[src/rtl/hazard_stall_unit_pkg.sv]
// Shared pipeline definitions for the ID-stage hazard/stall controller.
// Register-zero constant, stall-need and FSM state encodings, source-match helper.
package hazard_stall_unit_pkg;

   localparam logic [4:0] REG_ZERO = 5'd0;

   typedef enum logic [1:0] {
      NEED_NONE = 2'd0,
      NEED_ONE  = 2'd1,
      NEED_TWO  = 2'd2
   } need_e;

   typedef enum logic {
      ST_RUN  = 1'b0,
      ST_HOLD = 1'b1
   } state_e;

   // True when producer register x feeds a source operand of the ID instruction.
   function automatic logic src_hit(input logic [4:0] x, input logic [4:0] rs,
                                    input logic [4:0] rt, input logic rt_used);
      return (x != REG_ZERO) && ((x == rs) || ((x == rt) && rt_used));
   endfunction

endpackage

[src/rtl/sat_counter.sv]
// Saturating up-counter with synchronous active-high clear.
module sat_counter #(
   parameter int WIDTH = 16
) (
   input  logic             Clk_i,
   input  logic             Reset_i,
   input  logic             inc_i,
   output logic [WIDTH-1:0] count_o
);

   logic [WIDTH-1:0] count_q, count_d;

   always_comb begin
      count_d = count_q;
      if (inc_i && (count_q != {WIDTH{1'b1}}))
         count_d = count_q + WIDTH'(1);
   end

   always_ff @(posedge Clk_i) begin
      if (Reset_i) count_q <= '0;
      else         count_q <= count_d;
   end

   assign count_o = count_q;

endmodule

[src/rtl/hazard_stall_unit.sv]
// ID-stage hazard controller: load-use and ID-branch operand stalls, taken-branch
// IF/ID squash, and saturating stall/flush event counters.
module hazard_stall_unit
   import hazard_stall_unit_pkg::*;
#(
   parameter int CNT_WIDTH = 16
) (
   input  logic                 Clk_i,
   input  logic                 Reset_i,
   input  logic [4:0]           IDrs_i,
   input  logic [4:0]           IDrt_i,
   input  logic                 IDimmBit_i,
   input  logic                 IDMemWrite_i,
   input  logic                 IDBranch_i,
   input  logic                 IDBranchTaken_i,
   input  logic                 EXMemRead_i,
   input  logic                 EXRegWrite_i,
   input  logic [4:0]           EXrd_i,
   input  logic                 MemMemRead_i,
   input  logic                 MemRegWrite_i,
   input  logic [4:0]           Memrd_i,
   output logic                 PCWrite_o,
   output logic                 IFIDWrite_o,
   output logic                 IFIDFlush_o,
   output logic                 IDEXFlush_o,
   output logic [CNT_WIDTH-1:0] StallCycles_o,
   output logic [CNT_WIDTH-1:0] BranchFlushes_o
);

   state_e state_q, state_d;
   logic   cnt_q, cnt_d;
   need_e  need;
   logic   rt_used, ex_hit, mem_hit, stall;

   // A load sitting in Mem also asserts MemRegWrite, so its load flag adds nothing.
   logic unused_mem_read;
   assign unused_mem_read = MemMemRead_i;

   assign rt_used = ~IDimmBit_i | IDMemWrite_i | IDBranch_i;
   assign ex_hit  = src_hit(EXrd_i, IDrs_i, IDrt_i, rt_used);
   assign mem_hit = src_hit(Memrd_i, IDrs_i, IDrt_i, rt_used);

   always_comb begin
      need = NEED_NONE;
      if ((IDBranch_i & MemRegWrite_i & mem_hit) | (~IDBranch_i & EXMemRead_i & ex_hit))
         need = NEED_ONE;
      if (IDBranch_i & EXRegWrite_i & ex_hit)
         need = NEED_TWO;
   end

   always_ff @(posedge Clk_i) begin
      if (Reset_i) begin
         state_q <= ST_RUN;
         cnt_q   <= 1'b0;
      end else begin
         state_q <= state_d;
         cnt_q   <= cnt_d;
      end
   end

   // HOLD stalls blindly; the producer is known to reach WB by the time it ends.
   always_comb begin
      state_d = state_q;
      cnt_d   = cnt_q;
      case (state_q)
         ST_RUN: begin
            if (need == NEED_TWO) begin
               state_d = ST_HOLD;
               cnt_d   = 1'b1;
            end
         end
         ST_HOLD: begin
            cnt_d = cnt_q - 1'b1;
            if (cnt_d == 1'b0) state_d = ST_RUN;
         end
         default: state_d = ST_RUN;
      endcase
   end

   always_comb begin
      stall       = (state_q == ST_HOLD) | (need != NEED_NONE);
      PCWrite_o   = 1'b1;
      IFIDWrite_o = 1'b1;
      IDEXFlush_o = 1'b0;
      IFIDFlush_o = 1'b0;
      if (Reset_i) begin
         IDEXFlush_o = 1'b1;
      end else if (stall) begin
         PCWrite_o   = 1'b0;
         IFIDWrite_o = 1'b0;
         IDEXFlush_o = 1'b1;
      end else begin
         IFIDFlush_o = IDBranch_i & IDBranchTaken_i;
      end
   end

   sat_counter #(.WIDTH(CNT_WIDTH)) u_stall_cnt (
      .Clk_i   (Clk_i),
      .Reset_i (Reset_i),
      .inc_i   (stall & ~Reset_i),
      .count_o (StallCycles_o)
   );

   sat_counter #(.WIDTH(CNT_WIDTH)) u_flush_cnt (
      .Clk_i   (Clk_i),
      .Reset_i (Reset_i),
      .inc_i   (IFIDFlush_o),
      .count_o (BranchFlushes_o)
   );

endmodule

[config.mk]
export PLATFORM = sky130hd
export DESIGN_NAME = hazard_stall_unit
export DESIGN_NICKNAME = d
export VERILOG_FILES = /design/src/rtl/hazard_stall_unit_pkg.sv /design/src/rtl/sat_counter.sv /design/src/rtl/hazard_stall_unit.sv
export SDC_FILE = /design/constraint.sdc
export NUM_CORES = 1
export LEC_CHECK = 0
export BUFFER_PORTS_ARGS = -buffer_cell sky130_fd_sc_hd__buf_2
export CORE_MARGIN = 2
export CORE_UTILIZATION = 51
export DETAILED_ROUTE_END_ITERATION = 12
export PLACE_DENSITY = 0.8
export SLEW_MARGIN = 10
export SYNTH_ARGS = -nofsm -noshare
export SYNTH_HDL_FRONTEND = slang
export SYNTH_SLANG_ARGS = --single-unit
[constraint.sdc]
create_clock -name Clk_i -period 2.5 [get_ports Clk_i]
set_input_delay 0.125 -clock Clk_i [delete_from_list [all_inputs] [get_ports Clk_i]]
set_output_delay 0.125 -clock Clk_i [all_outputs]
set_load 0.02 [all_outputs]
Word-level counts from Yosys, hierarchy flattened

Cells that the tools add are included.

Bits in registers: 34
Latch bits: 0
Memory bits (writable): 0
ROM bits: 0
Input bits: 30
Output and inout port bits: 36
Word-level logic and storage cells: 55
Memories kept: 0

Add/sub/neg operators: 3
$mul: 0
Div/mod/pow operators: 0
Magnitude comparators: 0
Equal/unequal tests: 8
Shifts and indexed selects: 0
Multiplexer cells: 13
Bitwise operators: 16
Reduce and logical (&&, ||, !) cells: 11

Operators by type and width:

| operator                                                        | count |
|---|---|
| 16-bit by 1-bit adder with 16-bit output, second input constant | 2 |
| 16-bit != test, second input constant                           | 2 |
| 5-bit equality test                                             | 4 |
| 1-bit two-way mux                                               | 10 |
| 5-bit nonzero test                                              | 2 |
| 1-bit AND                                                       | 8 |
| 1-bit logical AND                                               | 6 |
| 1-bit NOT                                                       | 4 |
| 1-bit OR                                                        | 4 |
| 1-bit case mux with 2 select lines                              | 2 |
| 2-bit equality test, second input constant                      | 1 |
| 1-bit logical OR                                                | 2 |
| 2-bit two-way mux                                               | 1 |
| 2-bit != test, second input constant                            | 1 |
| 2-bit nonzero test                                              | 1 |
| 1-bit subtractor, second input constant                         | 1 |

Longest topological paths before layout

Depth in word-level cells: 15
Mapped depth: 9
Depth with buffers taken out: 7

Hierarchy

A second synthesis with hierarchy kept.

Cell total of the unflattened synthesis: 250
Area total of the unflattened synthesis: 2,097.0 um^2

By module, submodules not included:

| module            | times used | cells an instance | area each (um^2) | seq. area each (um^2) |
|---|---|---|---|---|
| sat_counter       | 2          | 99                | 848.3            | 320.3 |
| hazard_stall_unit | 1          | 52                | 400.4            | 40.0 |

Least setup slack after synthesis

No wires, ideal clock.

Path type: reg2reg
Start point: reg u_flush_cnt.count_q[2] (netlist: u_flush_cnt.count_o[2])
End point: reg u_flush_cnt.count_q[5] (netlist: u_flush_cnt.count_o[5])
Arrival time: 2.064 ns
Data required time: 2.377 ns
Path slack: 0.313 ns
Cell stages (with the launch flop): 8
Period minus slack after synthesis: 2.187 ns
Cell sequence: dfxtp_1 > nand3_1 > nor2_1 > nand3_1 > nor3_1 > clkbuf_1 > nor4_1 > mux2_1

Cells in the longest elaborated chain, start to end: 2
Elaborated cells on any way between the ends: 3

Ends and longest elaborated chain:

| what                                                                                             | RTL line          | RTL |
|---|---|---|
| from (decl)                                                                                      | sat_counter.sv:11 | `logic [WIDTH-1:0] count_q, count_d;` |
| from (signal assigned)                                                                           | sat_counter.sv:21 | `else count_q <= count_d;` |
| parallel branches: the longest is 2 deep, another holds 16-bit by 1-bit adder with 16-bit output | -                 |  |

Parallel ways; which one is timed is not known.
A chain may end at the register's enable or synchronous reset.

Worst setup path in the final report

Ends and elaborated chain as after synthesis.

==> reports/metrics.cfg <==
[hold_path]
hold_path_class=primary input to flip-flop

[sta]
slew_headroom=0.573
drv_slew=0
finalWorstSetupSlack_ps=282
worst_clock_skew_ps=2.31
rsz0062_at_grt=false
period_minus_slack_ps=2220
setup_tns_ps=0
fmax_mhz=451
final_hold_viol_count=0
tightest_slew_ps=640
period_share=0.887
setup_violations=0

[clock_network]
cts_made_buffers=5
clockRootBuffer=clkbuf_8
cts_setup_buffers=0
cts_tree=yes
cts_sinks=34
ctsLongestPathBuffers=2
clk_latency_ps=290
ctsResizeCount=0
ctsHoldBuffers=0
cts-htree-levels=2
cts.reportedPaths.clkPinSlew_ps=70

[placement]
dp_hpwl_mm=3.60
place_congestion=0.760
pre_cts_ws_ps=180
placed_cells=356
port_buffers=64
placed_cell_area_um2=2400

[run_status]
run_status=finished clean

[final_layout]
nets=347
area_growth_pct=23.6
drive_above_1_share=0.278
fin_cells=364
antenna_cells=0
final_area_um2=2500

[critical_path]
critPathBufInv=1
arrival_ps=2390
endpoint_kind=flip-flop
cpMostUsedCell=nand3_1
crit_cells=7
r2r_cells=7
cp-start-kind=flip-flop
r2r_slack_ps=280
rr_endpoint=u_flush_cnt.count_o[5]
critPathSlowestCell=nor3_1
cp_top_family=simple AND/OR/NAND/NOR gates
r2r-start=u_flush_cnt.count_o[2]
crit_fanout=13
required_ps=2670
crit_end=u_flush_cnt.count_o[5]
startpoint=u_flush_cnt.count_o[2]
cp_cell_sequence=nand3_1 > nor2_1 > nand3_1 > nor3_1 > buf_4 > nor4_1 > mux2_1
critical_path_class=flip-flop to flip-flop
critPathMaxStageDelay_ps=470

[logic_synthesis]
synth_area_leader_cell=dfxtp_1
synth_area_leaders=dfxtp_1, xnor2_1, or4_1
synth_top_area_share=0.337
synth_edf_count=0
avgSynthCellArea_um2=8.21
yosysWarnings=0
synth_flop_cell=dfxtp_1
netlist_top_cells_count=dfxtp_1, nand2_1, a21oi_1, nor2_1, xnor2_1
synth_async_sr_flop_share=0
synth_seq_cells=34
syn_inst=246
synth_nets=278
yosysMostFrequentCell=dfxtp_1
synth-seq-area-share=0.337
netlist_area_um2=2020
ys_types=43

[routing]
route.detailed.drc=0
wl_mm=4.74
ant_nets=0
dr.pass1.iters=4
viasPerCell=5.67
vias=2065
wl_per_cell_um=13.0
drt-initial-drc-count=73

[pwr]
power_density_nw_per_um2=447
peakVddDrop_mv=0.345
leakagePower_nw=1.02

[global_route]
grt-ovfl-total=0
grt_max_degree=33
antenna_found_initial=0
grt_pass1_vias=1850
grt_pass1_wl_mm=7.80
grt_use_total=0.227

[floorplanning]
core_area_um2=3740
row_count=22
start_util=0.540
io_pins=66
dieArea_um2=4480
die_x_um=66.9
die_y_um=66.9

[run]
drv_cap=0

==> worst min path at each step <==
stage | endpoint | slack, ps | cells after the start | from
4_1_cts | state_q | 200 | 3 | EXRegWrite_i
3_3_place_gp | cnt_q | 430 | 2 | cnt_q
6_report | state_q | 210 | 3 | EXRegWrite_i
3_5_place_dp | cnt_q | 440 | 2 | cnt_q
5_1_grt | state_q | 260 | 3 | EXRegWrite_i
2_1_floorplan | state_q | 340 | 2 | IDBranch_i
==> where the power goes <==
part / internal (W) / total [W] / switching, W
clock: 0.000221 / 0.000425 / 0.000204
combinational: 0.0000606 / 0.000140 / 0.0000794
sequential: 0.000546 / 0.000552 / 0.00000616
==> placed cells by master (no fill, tap or decap), drive strengths merged, types with 2 or more instances in the layout <==
cell type | netlist | routed
nor2b | 5 | 5
ha | 2 | 2
mux2 | 6 | 6
clkinv | 1 | 2
buf | 5 | 71
nand2 | 19 | 19
nor2 | 18 | 18
or3 | 5 | 5
inv | 9 | 9
xnor2 | 18 | 18
mux2i | 3 | 3
o211ai | 2 | 2
a21oi | 18 | 18
o31ai | 13 | 13
and3 | 6 | 6
o21a | 6 | 6
or4 | 15 | 15
xor2 | 4 | 4
dfxtp | 34 | 34
nand4 | 10 | 10
nor3 | 6 | 6
nor4 | 3 | 3
or3b | 2 | 2
nand3 | 18 | 18
clkbuf | 4 | 6
o21ai | 5 | 5
==> cell type report <==
cell class / count / area [um2]
clock inverter: 2 / 12.5
multi-input combinational: 193 / 1250
fill: 345 / 1250
clock buffer: 6 / 82.6
inverter: 10 / 37.5
timing repair buffer: 71 / 373
sequential: 34 / 681
tap: 48 / 60.1
==> metal layers <==
layer / vias to the layer above / part of all wire / global-route usage
met5: - / 0 / 0
met3: 6 / 0.049 / 0.0659
met4: 0 / 0.011 / 0.0689
li1: 1052 / - / -
met2: 40 / 0.50 / 0.401
met1: 967 / 0.44 / 0.263
==> through the flow <==
stage	power, W	hold WS, ps	utilization
after floorplan	0.000649	339	-
after global placement	0.000701	435	0.642
after detailed placement	0.000704	442	0.642
after CTS	0.00113	204	0.667
after global routing	0.00117	265	0.667
final	0.00112	211	0.667
==> sequential cells by signal (all words and copies together) (netlist names) <==
register	count
cnt_q	1
u_stall_cnt.count_o	16
state_q	1
u_flush_cnt.count_o	16
==> worst reg2reg max path, cell delays in order (launching register included) <==
cell     delay [ps]
dfxtp_1         410
nand3_1         150
nor2_1          240
nand3_1         170
nor3_1          470
buf_4           280
nor4_1           70
mux2_1          320
==> cell families (layout without fill, tap and decap cells) <==
kind of cell    Yosys count  count (layout)  synth area share
simple gates            109             109             0.297
compound gates           51              51             0.167
flops                    34              34             0.337
xor+xnor                 22              22            0.0954
buf+inv                  19              89            0.0440
mux                       9               9            0.0483
fa+ha+maj                 2               2            0.0124
Note: power is estimated with default switching activity, not from simulation.
